<file path="src/rtl/msk_sched_pkg.sv">
// msk_sched_pkg: shared types, constants and helpers for the HPC1 G(16) randomness scheduler
package msk_sched_pkg;
  typedef enum logic [1:0] {ST_UNSEEDED, ST_RUN, ST_EXPIRED} st_e;
  localparam logic [31:0] XS_ZERO_SUB = 32'h9E3779B9;
  localparam int XS_A = 13;
  localparam int XS_B = 17;
  localparam int XS_C = 5;
  function automatic int rref_w(int n);
    return 4 * n;
  endfunction
  function automatic int rmul_w(int n);
    return 4 * n;
  endfunction
  function automatic logic [31:0] xs32(logic [31:0] x);
    logic [31:0] y;
    y = x ^ (x << XS_A);
    y = y ^ (y >> XS_B);
    y = y ^ (y << XS_C);
    return y;
  endfunction
endpackage

</file>
<file path="src/rtl/msk_g16mul_rnd_sched_lane.sv">
// msk_xorshift32_lane: one registered xorshift32 lane with seed-load and advance enables
module msk_xorshift32_lane
  import msk_sched_pkg::*;
(
  input  logic        clk,
  input  logic        rst,
  input  logic        load_i,
  input  logic        adv_i,
  input  logic [31:0] seed_i,
  output logic [31:0] state_o
);
  logic [31:0] state_q, state_d;
  // a load replaces the state (zero seed substituted), an advance steps it once
  always_comb state_d = load_i ? (seed_i == '0 ? XS_ZERO_SUB : seed_i) : adv_i ? xs32(state_q) : state_q;
  // lane state register
  always_ff @(posedge clk)
    if (rst) state_q <= '0;
    else state_q <= state_d;
  assign state_o = state_q;
endmodule

</file>
<file path="src/rtl/msk_g16mul_rnd_sched.sv">
// msk_g16mul_rnd_sched: start scheduler and PRNG randomness source for the masked HPC1 G(16) multiplier
module msk_g16mul_rnd_sched
  import msk_sched_pkg::*;
#(
  parameter int D             = 2,
  parameter int REF_N_RND     = 1,
  parameter int DOM_RND       = 1,
  parameter int REF_RNDLAT    = 0,
  parameter int RESEED_PERIOD = 0,
  parameter int NLANES        = 1
) (
  input  logic                          clk,
  input  logic                          rst,
  input  logic                          seed_valid,
  output logic                          seed_ready,
  input  logic [32*NLANES-1:0]          seed,
  input  logic                          start_valid,
  output logic                          start_ready,
  output logic [rref_w(REF_N_RND)-1:0]  rnd_ref,
  output logic [rmul_w(DOM_RND)-1:0]    rnd_mul,
  output logic                          inb_en,
  output logic                          ina_en,
  output logic                          out_valid,
  output logic                          busy
);
  localparam int RREF_W = rref_w(REF_N_RND);
  localparam int RMUL_W = rmul_w(DOM_RND);
  localparam int TAG_N  = 2 + REF_RNDLAT;
  localparam int DL_N   = 1 + REF_RNDLAT;
  if (D < 2 || 32 * NLANES < RREF_W + RMUL_W) begin : g_bad_cfg
    $error("msk_g16mul_rnd_sched: invalid D or too few PRNG lanes");
  end
  st_e                  st_q, st_d;
  logic [31:0]          cnt_q, cnt_d;
  logic [TAG_N-1:0]     tag_q;
  logic [RMUL_W-1:0]    dl_q [DL_N];
  logic [32*NLANES-1:0] lanes;
  logic                 acc;
  logic                 unused_lane_bits;
  for (genvar i = 0; i < NLANES; i++) begin : g_lane
    msk_xorshift32_lane u_lane (
      .clk     (clk),
      .rst     (rst),
      .load_i  (seed_valid),
      .adv_i   (acc),
      .seed_i  (seed[32*i +: 32]),
      .state_o (lanes[32*i +: 32])
    );
  end
  // handshakes, saturating op counter and FSM next state; a seed always wins over a start
  always_comb begin
    start_ready = st_q == ST_RUN && !seed_valid;
    acc = start_valid && start_ready;
    cnt_d = seed_valid ? '0 : (acc && cnt_q != '1) ? cnt_q + 32'd1 : cnt_q;
    st_d = seed_valid ? ST_RUN
         : (acc && RESEED_PERIOD != 0 && cnt_d == 32'(RESEED_PERIOD)) ? ST_EXPIRED
         : st_q;
  end
  // FSM, counter, valid tags and the rnd_mul delay line
  always_ff @(posedge clk)
    if (rst) begin
      st_q <= ST_UNSEEDED;
      cnt_q <= '0;
      tag_q <= '0;
      for (int k = 0; k < DL_N; k++) dl_q[k] <= '0;
    end else begin
      st_q <= st_d;
      cnt_q <= cnt_d;
      tag_q <= {tag_q[TAG_N-2:0], acc};
      dl_q[0] <= acc ? lanes[RREF_W +: RMUL_W] : '0;
      for (int k = 1; k < DL_N; k++) dl_q[k] <= dl_q[k-1];
    end
  if (REF_RNDLAT == 0) begin : g_inb_comb
    assign inb_en = acc;
  end else begin : g_inb_tag
    assign inb_en = tag_q[REF_RNDLAT-1];
  end
  assign seed_ready = 1'b1;
  assign rnd_ref = lanes[RREF_W-1:0];
  assign ina_en = tag_q[REF_RNDLAT];
  assign out_valid = tag_q[REF_RNDLAT+1];
  assign rnd_mul = ina_en ? dl_q[DL_N-1] : '0;
  assign busy = |tag_q;
  assign unused_lane_bits = ^lanes;
endmodule
</file>
<file path="config.mk">
export PLATFORM = sky130hd
export DESIGN_NAME = msk_g16mul_rnd_sched
export DESIGN_NICKNAME = d
export VERILOG_FILES = /design/src/rtl/msk_sched_pkg.sv /design/src/rtl/msk_g16mul_rnd_sched_lane.sv /design/src/rtl/msk_g16mul_rnd_sched.sv
export SDC_FILE = /design/constraint.sdc
export NUM_CORES = 1
export LEC_CHECK = 0
export BUFFER_PORTS_ARGS = -buffer_cell sky130_fd_sc_hd__clkbuf_2
export CAP_MARGIN = 20
export CORE_MARGIN = 2
export CORE_UTILIZATION = 35
export CTS_CLUSTER_SIZE = 12
export DETAILED_ROUTE_END_ITERATION = 10
export GPL_TIMING_DRIVEN = 0
export SLEW_MARGIN = 0
export SYNTH_ARGS = -nofsm -noshare
export SYNTH_HDL_FRONTEND = slang
export SYNTH_SLANG_ARGS = --single-unit
</file>
<file path="constraint.sdc">
create_clock -name clk -period 1.8 [get_ports clk]
set_input_delay 0.27 -clock clk [delete_from_list [all_inputs] [get_ports clk]]
set_output_delay 0.27 -clock clk [all_outputs]
set_load 0.005 [all_outputs]
</file>
### After elaboration in Yosys (flattened, before gate mapping)

Memories as Yosys holds them, arrays and structs flattened.
Index checks and enable logic that the tools add are counted.

| operators by class | value |
|---|---|
| multiplexer cells | 10 |
| bitwise operators | 3 |
| reduce and logical (&&, ||, !) cells | 7 |

Operators with widths:

| operator | number |
|---|---|
| 32-bit two-way mux | 3 |
| 32-bit XOR | 2 |
| 32-bit zero test | 1 |
| 32-bit by 15-bit XOR with 32-bit output | 1 |
| 4-bit two-way mux | 3 |
| 1-bit two-way mux | 4 |
| 4-bit OR reduction | 1 |
| 1-bit logical AND | 2 |
| 2-bit nonzero test | 1 |
| 2-bit OR reduction | 1 |
| 1-bit zero test | 1 |

| storage, ports and cells | value |
|---|---|
| memories kept | 1 |
| input port bits | 36 |
| RAM bits | 4 |
| word-level logic and storage cells | 24 |
| register bits after elaboration | 35 |

Memories:

| memory | depth | width | read ports | clocked after Yosys merged registers in | wr ports | line | RTL |
|---|---|---|---|---|---|---|---|
| dl_q | 1 | 4 | 1 | 0 | 1 | msk_g16mul_rnd_sched.sv:36 | `logic [RMUL_W-1:0] dl_q [DL_N];` |

### Logic depth before layout (Yosys ltp)

Gate-level depths: netlist of run 1.

| depth | value |
|---|---|
| depth in word-level cells | 5 |
| gate-level depth with buffers | 7 |
| mapped depth without buffers | 5 |

### Modules after synthesis

From an unflattened synthesis of run 1, not the netlist that was laid out.

| second synthesis, totals | value |
|---|---|
| cells, all modules | 281 |
| area total of the unflattened synthesis | 2585.0 um^2 |

Modules (own cells, without submodules):

| module | instances | cells an instance | area each (um^2) |
|---|---|---|---|
| msk_xorshift32_lane | 1 | 257 | 2337.2 |
| msk_g16mul_rnd_sched | 1 | 24 | 247.7 |

### Worst setup path before layout of run 1

Ideal clock, no wire load.

| timing path | value |
|---|---|
| path type | reg2reg |
| start | register g_lane[0].u_lane.state_q[17] |
| end | register g_lane[0].u_lane.state_q[13] |
| path slack | 0.181 ns |
| period minus slack after synthesis | 1.619 ns |
| cell stages (with the launch flop) | 7 |
| arrival | 1.534 ns |
| buffers on the path | 1 |
| data required time | 1.714 ns |
| library setup time | 0.086 ns |
| cell sequence | dfxtp_1 -> clkbuf_1 -> xnor3_2 -> xnor3_1 -> nor2_1 -> xnor2_1 -> a211oi_1 |

| between the ends | value |
|---|---|
| word-level cells in the longest chain between the ends | 5 |

RTL lines:

| element | line | RTL |
|---|---|---|
| start: declaration | msk_g16mul_rnd_sched_lane.sv:12 | `logic [31:0] state_q, state_d;` |
| start signal: assignment | msk_g16mul_rnd_sched_lane.sv:18 | `else state_q <= state_d;` |
| 32-bit XOR | msk_sched_pkg.sv:16 | `y = x ^ (x << XS_A);` |
| 32-bit by 15-bit XOR with 32-bit output | msk_sched_pkg.sv:17 | `y = y ^ (y >> XS_B);` |
| 32-bit XOR | msk_sched_pkg.sv:18 | `y = y ^ (y << XS_C);` |
| 32-bit two-way mux (2 in a row) | msk_g16mul_rnd_sched_lane.sv:14 | `always_comb state_d = load_i ? (seed_i == '0 ? XS_ZERO_SUB : seed_i) : adv_i ? xs32(state_q) : state_q;` |

Every way passes these cells. The select of a mux whose other input is x is not followed.
A chain may end at the register's enable or synchronous reset.

### Worst setup path after layout of run 1

| timing path | value |
|---|---|
| start | register g_lane[0].u_lane.state_q[1] |
| end | register g_lane[0].u_lane.state_q[14] |

Same word-level chain as after synthesis.

==> summary.json, run 1 <==
{
  "run_status": "completed",
  "cellLeakagePower_nw": 1.297,
  "switchingPower_mw": 0.8296,
  "synth.yosys.seq_area_share": 0.3166,
  "tritoncts.num_buffers": 5,
  "drt_wl_total_um": 7146,
  "grt_first_pass_wirelength_um": 10950,
  "max_cap_viol_count": 0,
  "antenna_violations_before_repair": 0,
  "critical_path.slowest_cell": "xor3_2",
  "power.sequential.fraction": 0.397,
  "layout-drive-gt1-share": 0.2658,
  "critPathCaptureType": "flip-flop",
  "detailroute.wirelength.met2_um": 3115,
  "postSynthRegisterBits": 39,
  "count_of_fill_cells_added_during_filler_insertion": 691,
  "clock_tree.buffer_depth": 2,
  "grtUsageTotal": 0.1949,
  "timing.hold.worst.class": "in -> reg",
  "boundaryPins": 50,
  "final_util": 0.4355,
  "routed_via_density": 4.976,
  "layout_common_cells": "clkbuf_2 (47), dfxtp_1 (38), xnor2_1 (33), nor2_1 (32), nand2_1 (29)",
  "critical_path_peak_fanout": 4,
  "design.die.area_mm2": 0.007733,
  "wl_per_cell_um": 17.34,
  "initial_utilization": 0.3630,
  "setup_ws_ns": 0.05086,
  "synth_area_per_cell_um2": 9.377,
  "slew_viol_final": 0,
  "die_y_um": 87.94,
  "power_density_normalized_to_cell_area_mw_per_mm2": 883.0,
  "synthFlopType": "dfxtp_1",
  "share_clk_of_total_power": 0.258,
  "m1WireLength_um": 3324,
  "num_vias": 2050,
  "series_of_cell_instances_along_the_critical_path": "xor3_2 > xnor3_1 > nand2_1 > xor2_1 > a211oi_1",
  "hold_vio_cnt_final": 0,
  "power.combinational.fraction": 0.345,
  "insertion_delay_ns": 0.30,
  "synth_warnings": 0,
  "worst_setup_hold_path_clk_slew_ns": 0.08,
  "grt_max_degree": 12,
  "critical_path_arrival_ns": 1.96,
  "ir_worst_vdd_uv": 386.7,
  "die_x_um": 87.94,
  "post-place-ws_ns": -0.2586,
  "final_net_count": 351,
  "final_period_minus_worst_setup_slack_ns": 1.749,
  "leading_cell_type_in_the_layout_fill_and_taps_excluded": "clkbuf_2",
  "ant_diodes": 0,
  "yosysUniqueCellTypes": 38,
  "gp_congestion": 0.8655,
  "floorplan.rows": 30,
  "top_layer_used": "met4",
  "critPathMaxStageDelay_ns": 0.51,
  "post_syn_instances": 263,
  "cts-htree-levels": 2,
  "setup_viol": 0,
  "clock_tree.root_cell": "clkbuf_8",
  "period_share": 0.9717,
  "internal_power_mw": 1.783,
  "remaining_drc_errors": 0,
  "p_sw_frac": 0.3175,
  "fin_skew_ns": 0.006752,
  "tritoncts": "yes",
  "detailroute.wirelength.met3_um": 623,
  "drt-pass1-iter-count": 4,
  "detail-route-antenna-nets": 0,
  "fmax_mhz": 571.7,
  "worst-endpoint-required_ns": 2.01,
  "sum_of_overflow_across_all_layers_after_global_routing": 0,
  "grt_pass1_vias": 1958,
  "critPathLaunchType": "flip-flop",
  "fp.coreArea_mm2": 0.006794,
  "tightestPinTransition_ns": 0.6615,
  "clock_sink_count": 39,
  "dp.final_hpwl_um": 5397,
  "synthToLayoutAreaGrowth_pct": 19.99,
  "critPathKind": "reg -> reg",
  "mappedNetlistArea_mm2": 0.002466,
  "max_slew_margin": 0.5590,
  "ys_async_sr_fraction": 0,
  "synth-edff-count": 0,
  "io_buffers": 46,
  "initial_detailed_routing_violation_count": 158,
  "synth.net_count": 299
}
[worst paths after layout]
path | from | endpoint | slack, ns | depth (start not counted)
worst max-delay path | g_lane[0].u_lane.state_o[1]$_SDFFE_PP0P_ | g_lane[0].u_lane.state_o[14]$_SDFFE_PP0P_ | 0.05 | 5
worst min-delay path | rst | tag_q[1]$_SDFF_PP0_ | 0.19 | 2
worst max register to register | g_lane[0].u_lane.state_o[1]$_SDFFE_PP0P_ | g_lane[0].u_lane.state_o[14]$_SDFFE_PP0P_ | 0.05 | 5
worst min register to register | g_lane[0].u_lane.state_o[25]$_SDFFE_PP0P_ | g_lane[0].u_lane.state_o[25]$_SDFFE_PP0P_ | 0.46 | 2
[cell type report]
cell class              count  area [um^2]  area share
repair buffers             47        237.7     0.08034
inverters                   1        3.754    0.001268
multi-input cells         203         1600      0.5408
well taps                  96        120.1     0.04059
flip-flops and latches     39        784.5      0.2651
plain buffers              18        112.6     0.03805
clock buffers               8        100.1     0.03383
[cells in the mapped netlist (3+ instances only)]
library cell / instances / area [um^2]
dfxtp_1: 39 / 780.8
nor2_1: 34 / 127.6
xnor2_1: 34 / 297.8
nand2_1: 29 / 108.9
xor2_1: 22 / 192.7
a211oi_1: 14 / 105.1
xnor3_1: 10 / 225.2
clkbuf_1: 9 / 33.78
o221ai_1: 9 / 78.83
nor4_1: 8 / 50.05
buf_4: 7 / 52.55
and2_1: 5 / 31.28
and3_1: 4 / 25.02
xnor2_2: 4 / 65.06
a22o_1: 3 / 26.28
or2_2: 3 / 18.77
[critical path, delay by kind of cell, from the launching register on]
family | cells | cell delay, ns
AOI/OAI and AO/OA | 1 | 0.24
DFF | 1 | 0.41
xor gates and xnor gates | 3 | 0.95
and+or+nand+nor | 1 | 0.07
[kinds of logic (layout without fill, tap and decap cells)]
| logic type | after synthesis | after routing | synth area share |
|---|---|---|---|
| and+or+nand+nor | 93 | 93 | 0.1710 |
| xor gates and xnor gates | 73 | 73 | 0.3425 |
| DFF | 39 | 39 | 0.3166 |
| AOI/OAI and AO/OA | 34 | 34 | 0.1111 |
| buffers and inverters | 21 | 74 | 0.04921 |
| muxes | 2 | 2 | 0.008118 |
| other | 1 | 1 | 0.001521 |
[power by group through the flow]
stage          combinational (mW)  sequential, mW  clock (mW)
4_1_cts                     0.877            1.03       0.680
3_3_place_gp                0.863            1.05           0
6_report                    0.902            1.04       0.675
5_1_grt                     0.977            1.05       0.724
3_5_place_dp                0.872            1.05           0
2_1_floorplan               0.689            1.03           0
[registers in the layout, summed over array words and instances (netlist names)]
register and count:
dl_q 4, g_lane.u_lane.state_o 32, st_q 1, tag_q 2
[metal layers]
| layer | track usage | up-vias |
|---|---|---|
| li1 | - | 991 |
| met1 | 0.2729 | 954 |
| met2 | 0.2996 | 97 |
| met3 | 0.05184 | 8 |
| met4 | 0.04895 | 0 |
| met5 | 0 | - |
[timing repair]
| item | in CTS | in global routing |
|---|---|---|
| cloned | 0 | 0 |
| hold buffers | 0 | 0 |
| setup endpoints to repair | 16 | 11 |
| gates resized for setup | 4 | 7 |
| buffers inserted | 0 | 1 |
| pin swaps | 0 | 1 |
[stage by stage]
stage          hold WS [ns]  cells  setup TNS (ns)  power [mW]  area, um^2
3_3_place_gp         0.4410    405          -3.224       1.908        2816
3_5_place_dp         0.4478    405          -2.602       1.920        2816
5_1_grt              0.1808    412        -0.03531       2.751        2959
2_1_floorplan        0.4027    263               0       1.716        2466
6_report             0.1873    412               0       2.613        2959
4_1_cts              0.1839    412               0       2.589        2922
Power figures use the tool's default switching activity.
==> inputs of run 2 (changes only) <==
--- a/config.mk
+++ b/config.mk
@@ -9,6 +9,7 @@
 export CAP_MARGIN = 20
 export CORE_MARGIN = 2
 export CORE_UTILIZATION = 35
+export CTS_BUF_LIST = sky130_fd_sc_hd__clkbuf_8 sky130_fd_sc_hd__clkbuf_16
 export CTS_CLUSTER_SIZE = 12
 export DETAILED_ROUTE_END_ITERATION = 10
 export GPL_TIMING_DRIVEN = 0
==> run 2 against run 1 <==
  * Maximum frequency is 0.34% higher
  * Die area stayed put
  * Utilization stayed put
  * Via count is 0.98% higher
==> summary.json, run 2 (same netlist as run 1, synthesis figures left out) <==
{
  "synthToLayoutAreaGrowth": {"value": 19.99, "unit": "%", "change": "unchanged"},
  "die_x": {"value": 87.94, "unit": "um", "change": "unchanged"},
  "worst-endpoint-required": {"value": 2.01, "unit": "ns", "change": "about the same"},
  "fmax": {"value": 573.7, "unit": "MHz", "change": "was 571.7 MHz"},
  "clock_sink_count": {"value": 39, "change": "unchanged"},
  "design.die.area": {"value": 0.007733, "unit": "mm^2", "change": "unchanged"},
  "grtUsageTotal": {"value": 0.1949, "change": "unchanged"},
  "antenna_violations_before_repair": {"value": 0, "change": "unchanged"},
  "initial_detailed_routing_violation_count": {"value": 155, "change": "was 158"},
  "detail-route-antenna-nets": {"value": 0, "change": "unchanged"},
  "wl_per_cell": {"value": 17.47, "unit": "um", "change": "was 17.34 um"},
  "die_y": {"value": 87.94, "unit": "um", "change": "unchanged"},
  "final-instance-count-excl-fill": {"value": 412, "change": "unchanged"},
  "finish.instance_area": {"value": 0.002959, "unit": "mm^2", "change": "unchanged"},
  "drt_wl_total": {"value": 7196, "unit": "um", "change": "was 7146 um"},
  "sum_of_overflow_across_all_layers_after_global_routing": {"value": 0, "change": "unchanged"},
  "ir_worst_vdd": {"value": 377.9, "unit": "uV", "change": "was 386.7 uV"},
  "clock_tree.buffer_depth": {"value": 2, "change": "unchanged"},
  "max_ffs_per_register": {"value": 32, "change": "unchanged"},
  "power_density_normalized_to_cell_area": {"value": 882.2, "unit": "mW/mm^2", "change": "was 883.0 mW/mm^2"},
  "tritoncts.num_buffers": {"value": 5, "change": "unchanged"},
  "grt_first_pass_wirelength": {"value": 10950, "unit": "um", "change": "unchanged"},
  "final_net_count": {"value": 351, "change": "unchanged"},
  "clock_tree.root_cell": {"value": "clkbuf_8", "change": "unchanged"},
  "final_util": {"value": 0.4355, "change": "unchanged"},
  "placed_cells": {"value": 405, "change": "unchanged"},
  "dp.final_hpwl": {"value": 5397, "unit": "um", "change": "unchanged"},
  "cts-htree-levels": {"value": 2, "change": "unchanged"},
  "worstSetupStartpoint": {"value": "g_lane[0].u_lane.state_o[1]$_SDFFE_PP0P_", "change": "unchanged"},
  "count_of_fill_cells_added_during_filler_insertion": {"value": 691, "change": "unchanged"},
  "timing.critical_path.max_delay_family": {"value": "XOR/XNOR gates", "change": "unchanged"},
  "insertion_delay": {"value": 0.30, "unit": "ns", "change": "about the same"},
  "gp_congestion": {"value": 0.8655, "change": "unchanged"},
  "floorplan.rows": {"value": 30, "change": "unchanged"},
  "layout-drive-gt1-share": {"value": 0.2658, "change": "unchanged"},
  "critical_path_arrival": {"value": 1.95, "unit": "ns", "change": "was 1.96 ns"},
  "critPathCaptureType": {"value": "flip-flop", "change": "unchanged"},
  "num_vias": {"value": 2070, "change": "was 2050"},
  "grt_pass1_vias": {"value": 1958, "change": "unchanged"},
  "critPathKind": {"value": "reg -> reg", "change": "unchanged"},
  "drt-pass1-iter-count": {"value": 5, "change": "was 4"},
  "initial_utilization": {"value": 0.3630, "change": "unchanged"},
  "ant_diodes": {"value": 0, "change": "unchanged"},
  "critPathMaxStageDelay": {"value": 0.51, "unit": "ns", "change": "about the same"},
  "critical_path_peak_fanout": {"value": 4, "change": "unchanged"},
  "fin_skew": {"value": 0.007113, "unit": "ns", "change": "was 0.006752 ns"},
  "critical_path.slowest_cell": {"value": "xor3_2", "change": "unchanged"},
  "run_status": {"value": "completed", "change": "unchanged"},
  "max_slew_margin": {"value": 0.5533, "change": "was 0.5590"},
  "tightestPinTransition": {"value": 0.6701, "unit": "ns", "change": "was 0.6615 ns"},
  "series_of_cell_instances_along_the_critical_path": {"value": "xor3_2 > xnor3_1 > nand2_1 > xor2_1 > a211oi_1", "change": "unchanged"},
  "max_cap_viol_count": {"value": 0, "change": "unchanged"},
  "period_share": {"value": 0.9684, "change": "was 0.9717"},
  "layout_common_cells": {"value": "clkbuf_2 (47), dfxtp_1 (38), xnor2_1 (33), nor2_1 (32), nand2_1 (29)", "change": "unchanged"},
  "hold_vio_cnt_final": {"value": 0, "change": "unchanged"},
  "placed_cell_area": {"value": 0.002816, "unit": "mm^2", "change": "unchanged"},
  "worstPathBufferInverterCount": {"value": 0, "change": "unchanged"},
  "grt_max_degree": {"value": 12, "change": "unchanged"},
  "slew_viol_final": {"value": 0, "change": "unchanged"},
  "final_period_minus_worst_setup_slack": {"value": 1.743, "unit": "ns", "change": "was 1.749 ns"},
  "leading_cell_type_in_the_layout_fill_and_taps_excluded": {"value": "clkbuf_2", "change": "unchanged"},
  "setup_viol": {"value": 0, "change": "unchanged"},
  "routed_via_density": {"value": 5.024, "change": "was 4.976"},
  "cellLeakagePower": {"value": 1.301, "unit": "nW", "change": "was 1.297 nW"},
  "worst_setup_hold_path_clk_slew": {"value": 0.08, "unit": "ns", "change": "about the same"},
  "tritoncts": {"value": "yes", "change": "unchanged"},
  "fp.coreArea": {"value": 0.006794, "unit": "mm^2", "change": "unchanged"},
  "io_buffers": {"value": 46, "change": "unchanged"},
  "remaining_drc_errors": {"value": 0, "change": "unchanged"},
  "min-delay-start": {"value": "rst", "change": "unchanged"},
  "rr_startpoint": {"value": "g_lane[0].u_lane.state_o[1]$_SDFFE_PP0P_", "change": "unchanged"},
  "boundaryPins": {"value": 50, "change": "unchanged"},
  "critPathLaunchType": {"value": "flip-flop", "change": "unchanged"},
  "cts-hold-fix-buffers": {"value": 0, "change": "unchanged"},
  "timing.hold.worst.class": {"value": "in -> reg", "change": "unchanged"}
}
## run 2: cell types whose count changed in the layout (fill, tap and decap cells not counted), sizes merged
| cell | before | now |
|---|---|---|
| clkbuf | 62 | 61 |
| inv | 1 | 2 |
## run 2: metrics by stage
step	total power, mW	setup TNS, ns	worst slack [ns]	hold slack, ns
5_1_grt	2.745	-0.03531	-0.02898	0.1808
4_1_cts	2.584	0	0.05969	0.1839
2_1_floorplan	1.716	0	0.1806	0.4027
6_report	2.610	0	0.05684	0.1871
3_3_place_gp	1.908	-3.224	-0.2616	0.4410
3_5_place_dp	1.920	-2.602	-0.2586	0.4478
## run 2: per-layer routing
layer / global-route usage / part of all wire / vias to the layer above
met1: 0.2729 / 0.46 / 974
li1: - / - / 992
met2: 0.2996 / 0.44 / 96
met5: 0 / 0 / -
met4: 0.04895 / 0.011 / 0
met3: 0.05184 / 0.084 / 8
## run 2: worst reg2reg max path, delay by kind of cell, from the launching register on
kind | cells | cell delay [ns]
xor gates and xnor gates | 3 | 0.95
DFF | 1 | 0.41
AOI/OAI and AO/OA | 1 | 0.24
and+or+nand+nor | 1 | 0.06
## run 2: final timing paths
kind	to	slack, ns	cells past startpoint
setup / recovery	g_lane[0].u_lane.state_o[14]$_SDFFE_PP0P_	0.06	5
hold / removal	tag_q[1]$_SDFF_PP0_	0.19	2
setup reg to reg	g_lane[0].u_lane.state_o[14]$_SDFFE_PP0P_	0.06	5
hold reg to reg	g_lane[0].u_lane.state_o[25]$_SDFFE_PP0P_	0.46	2
## run 2: repair_timing
item,4_1_cts,5_1_grt
setup buffers,0,1
gates resized for setup,4,7
pin swaps,0,1
setup endpoints to repair,16,11
## run 2: where the power goes
part / total [mW] / switching, mW / internal, mW
sequential: 1.04 / 0.0986 / 0.938
combinational: 0.905 / 0.409 / 0.495
clock: 0.669 / 0.325 / 0.345
## run 2: layout make-up
class / instances / area [um^2] / area share
multi-input combinational: 203 / 1600 / 0.5408
sequential: 39 / 784.5 / 0.2651
timing repair buffer: 47 / 237.7 / 0.08034
tap: 96 / 120.1 / 0.04059
buffer: 18 / 112.6 / 0.03805
clock buffer: 7 / 96.34 / 0.03256
clock inverter: 1 / 3.754 / 0.001268
inverter: 1 / 3.754 / 0.001268
==> inputs of run 3 (changes only) <==
--- a/config.mk
+++ b/config.mk
@@ -7,12 +7,15 @@
 export LEC_CHECK = 0
 export BUFFER_PORTS_ARGS = -buffer_cell sky130_fd_sc_hd__clkbuf_2
 export CAP_MARGIN = 20
+export CELL_PAD_IN_SITES_DETAIL_PLACEMENT = 1
+export CELL_PAD_IN_SITES_GLOBAL_PLACEMENT = 1
 export CORE_MARGIN = 2
 export CORE_UTILIZATION = 35
 export CTS_BUF_LIST = sky130_fd_sc_hd__clkbuf_8 sky130_fd_sc_hd__clkbuf_16
 export CTS_CLUSTER_SIZE = 12
 export DETAILED_ROUTE_END_ITERATION = 10
 export GPL_TIMING_DRIVEN = 0
+export PLACE_DENSITY_LB_ADDON = 0.1
 export SLEW_MARGIN = 0
 export SYNTH_ARGS = -nofsm -noshare
 export SYNTH_HDL_FRONTEND = slang
==> run 3 against run 2 <==
  * Total power grew 5.2%
  * Wire length grew 11%
  * Clock power grew 17%
  * Sequential cell count is the same
  * Sequential power is essentially flat
  * Sequential share of layout area shrank 0.19 points
  * Combinational power grew 1%
  * Utilization grew 0.46 points
  * Largest power group unchanged
==> summary.json, run 3 (same netlist as run 1, synthesis figures left out) <==
{
  "run_status": {"value": "completed", "change": "unchanged"},
  "fp.coreArea": {"value": 0.006794, "unit": "mm^2", "change": "unchanged"},
  "max_ffs_per_register": {"value": 32, "change": "unchanged"},
  "cellLeakagePower": {"value": 1.312, "unit": "nW", "change": "was 1.301 nW"},
  "fin_skew": {"value": 0.008743, "unit": "ns", "change": "was 0.007113 ns"},
  "hold_vio_cnt_final": {"value": 0, "change": "unchanged"},
  "wl_per_cell": {"value": 19.46, "unit": "um", "change": "was 17.47 um"},
  "critPathLaunchType": {"value": "flip-flop", "change": "unchanged"},
  "power_density_normalized_to_cell_area": {"value": 918.0, "unit": "mW/mm^2", "change": "was 882.2 mW/mm^2"},
  "cts-htree-levels": {"value": 2, "change": "unchanged"},
  "fmax": {"value": 575.5, "unit": "MHz", "change": "was 573.7 MHz"},
  "holdWs": {"value": 0.1788, "unit": "ns", "change": "was 0.1871 ns"},
  "design.die.area": {"value": 0.007733, "unit": "mm^2", "change": "unchanged"},
  "final_period_minus_worst_setup_slack": {"value": 1.738, "unit": "ns", "change": "was 1.743 ns"},
  "period_share": {"value": 0.9653, "change": "was 0.9684"},
  "num_vias": {"value": 2068, "change": "was 2070"},
  "initial_detailed_routing_violation_count": {"value": 91, "change": "was 155"},
  "drt-pass1-iter-count": {"value": 4, "change": "was 5"},
  "routed_via_density": {"value": 5.019, "change": "was 5.024"},
  "max_slew_margin": {"value": 0.5625, "change": "was 0.5533"},
  "grt_pass1_vias": {"value": 2077, "change": "was 1958"},
  "leading_cell_type_in_the_layout_fill_and_taps_excluded": {"value": "clkbuf_2", "change": "unchanged"},
  "critical_path.slowest_cell": {"value": "xnor3_2", "change": "was xor3_2"},
  "grt_max_degree": {"value": 13, "change": "was 12"},
  "ant_diodes": {"value": 0, "change": "unchanged"},
  "synthToLayoutAreaGrowth": {"value": 21.26, "unit": "%", "change": "was 19.99%"},
  "slew_viol_final": {"value": 0, "change": "unchanged"},
  "grtUsageTotal": {"value": 0.2193, "change": "was 0.1949"},
  "remaining_drc_errors": {"value": 0, "change": "unchanged"},
  "final_util": {"value": 0.4401, "change": "was 0.4355"},
  "grt_first_pass_wirelength": {"value": 12050, "unit": "um", "change": "was 10950 um"},
  "drt_wl_total": {"value": 8016, "unit": "um", "change": "was 7196 um"},
  "critPathKind": {"value": "reg -> reg", "change": "unchanged"},
  "clock_sink_count": {"value": 39, "change": "unchanged"},
  "initial_utilization": {"value": 0.3630, "change": "unchanged"},
  "tritoncts.num_buffers": {"value": 5, "change": "unchanged"},
  "sum_of_overflow_across_all_layers_after_global_routing": {"value": 0, "change": "unchanged"},
  "finish.instance_area": {"value": 0.002990, "unit": "mm^2", "change": "was 0.002959 mm^2"},
  "gp_congestion": {"value": 0.8654, "change": "was 0.8655"},
  "clock_tree.buffer_depth": {"value": 2, "change": "unchanged"},
  "floorplan.rows": {"value": 30, "change": "unchanged"},
  "layout-drive-gt1-share": {"value": 0.2785, "change": "was 0.2658"},
  "series_of_cell_instances_along_the_critical_path": {"value": "xnor3_2 > xnor3_1 > nor2_1 > xnor2_1 > a211oi_1", "change": "was xor3_2 > xnor3_1 > nand2_1 > xor2_1 > a211oi_1"},
  "timing.hold.worst.class": {"value": "in -> reg", "change": "unchanged"},
  "final-instance-count-excl-fill": {"value": 412, "change": "unchanged"},
  "insertion_delay": {"value": 0.30, "unit": "ns", "change": "about the same"},
  "count_of_fill_cells_added_during_filler_insertion": {"value": 811, "change": "was 691"},
  "tightestPinTransition": {"value": 0.6563, "unit": "ns", "change": "was 0.6701 ns"},
  "ir_worst_vdd": {"value": 450.7, "unit": "uV", "change": "was 377.9 uV"},
  "dp.final_hpwl": {"value": 5974, "unit": "um", "change": "was 5397 um"},
  "worst_setup_hold_path_clk_slew": {"value": 0.08, "unit": "ns", "change": "about the same"},
  "layout_common_cells": {"value": "clkbuf_2 (47), dfxtp_1 (36), nor2_1 (33), xnor2_1 (32), nand2_1 (29)", "change": "was clkbuf_2 (47), dfxtp_1 (38), xnor2_1 (33), nor2_1 (32), nand2_1 (29)"},
  "worst-endpoint-required": {"value": 2.01, "unit": "ns", "change": "about the same"},
  "tritoncts": {"value": "yes", "change": "unchanged"},
  "critical_path_peak_fanout": {"value": 5, "change": "was 4"},
  "critPathMaxStageDelay": {"value": 0.45, "unit": "ns", "change": "was 0.51 ns"},
  "placed_cells": {"value": 405, "change": "unchanged"},
  "die_x": {"value": 87.94, "unit": "um", "change": "unchanged"},
  "die_y": {"value": 87.94, "unit": "um", "change": "unchanged"},
  "boundaryPins": {"value": 50, "change": "unchanged"},
  "detail-route-antenna-nets": {"value": 0, "change": "unchanged"},
  "setup_viol": {"value": 0, "change": "unchanged"},
  "critPathCaptureType": {"value": "flip-flop", "change": "unchanged"},
  "design_power_total": {"value": 2.745, "unit": "mW", "change": "was 2.610 mW"},
  "final_net_count": {"value": 351, "change": "unchanged"},
  "io_buffers": {"value": 46, "change": "unchanged"},
  "placed_cell_area": {"value": 0.002816, "unit": "mm^2", "change": "unchanged"},
  "max_cap_viol_count": {"value": 0, "change": "unchanged"},
  "clock_tree.root_cell": {"value": "clkbuf_8", "change": "unchanged"},
  "critical_path_arrival": {"value": 1.94, "unit": "ns", "change": "was 1.95 ns"},
  "antenna_violations_before_repair": {"value": 0, "change": "unchanged"}
}
-- run 3: cell types whose count changed in the layout (fill, tap and decap cells not counted), sizes merged --
cell / change
clkbuf: -1
inv: -1
bufinv: +1
clkinv: +1
-- run 3: power breakdown --
| group | internal (mW) | switching (mW) | leakage, nW |
|---|---|---|---|
| Combinational | 0.499 | 0.416 | 0.927 |
| Clock | 0.449 | 0.337 | 0.0612 |
| Sequential | 0.939 | 0.105 | 0.324 |
| Total | 1.89 | 0.859 | 1.31 |
-- run 3: path summary, 6_finish.rpt --
kind / slack, ns / cells past startpoint / to / startpoint
setup / recovery: 0.06 / 5 / g_lane[0].u_lane.state_o[13]$_SDFFE_PP0P_ / g_lane[0].u_lane.state_o[17]$_SDFFE_PP0P_
setup reg to reg: 0.06 / 5 / g_lane[0].u_lane.state_o[13]$_SDFFE_PP0P_ / g_lane[0].u_lane.state_o[17]$_SDFFE_PP0P_
hold / removal: 0.18 / 2 / tag_q[1]$_SDFF_PP0_ / rst
hold reg to reg: 0.48 / 2 / g_lane[0].u_lane.state_o[27]$_SDFFE_PP0P_ / g_lane[0].u_lane.state_o[27]$_SDFFE_PP0P_
-- run 3: layer usage --
| layer | wire [um] | vias up | global-route usage |
|---|---|---|---|
| met2 | 3908 | 60 | 0.3726 |
| met1 | 3634 | 1005 | 0.2830 |
| met3 | 322 | 9 | 0.03393 |
| li1 | - | 994 | - |
| met4 | 151 | 0 | 0.07692 |
| met5 | 0 | - | 0 |
-- run 3: through the flow --
step | setup TNS [ns] | worst slack, ns
final | 0 | 0.06241
after global routing | -0.008202 | -0.008202
after CTS | 0 | 0.006308
after detailed placement | -5.806 | -0.3852
after global placement | -6.204 | -0.4049
after floorplan | 0 | 0.1806
-- run 3: repair_timing --
item,CTS,global route
hold buffers,0,0
buffers inserted,0,1
gates resized for setup,4,10
pin swaps,0,2
endpoints found under the setup margin,17,19
-- run 3: layout make-up --
type	instances	area [um^2]	share of cell area
buffer	18	112.6	0.03766
inverter	1	3.754	0.001255
clock inverter	2	35.03	0.01172
multi-input combinational	203	1612	0.5389
clock buffer	6	82.58	0.02762
tap	96	120.1	0.04017
sequential	39	787.0	0.2632
timing repair buffer	47	237.7	0.07950
-- run 3: critical path: cells and delay by family (launching register included) --
family | cells | cell delay, ns
AOI/OAI and AO/OA | 1 | 0.22
xor gates and xnor gates | 3 | 0.90
and+or+nand+nor | 1 | 0.13
DFF | 1 | 0.40
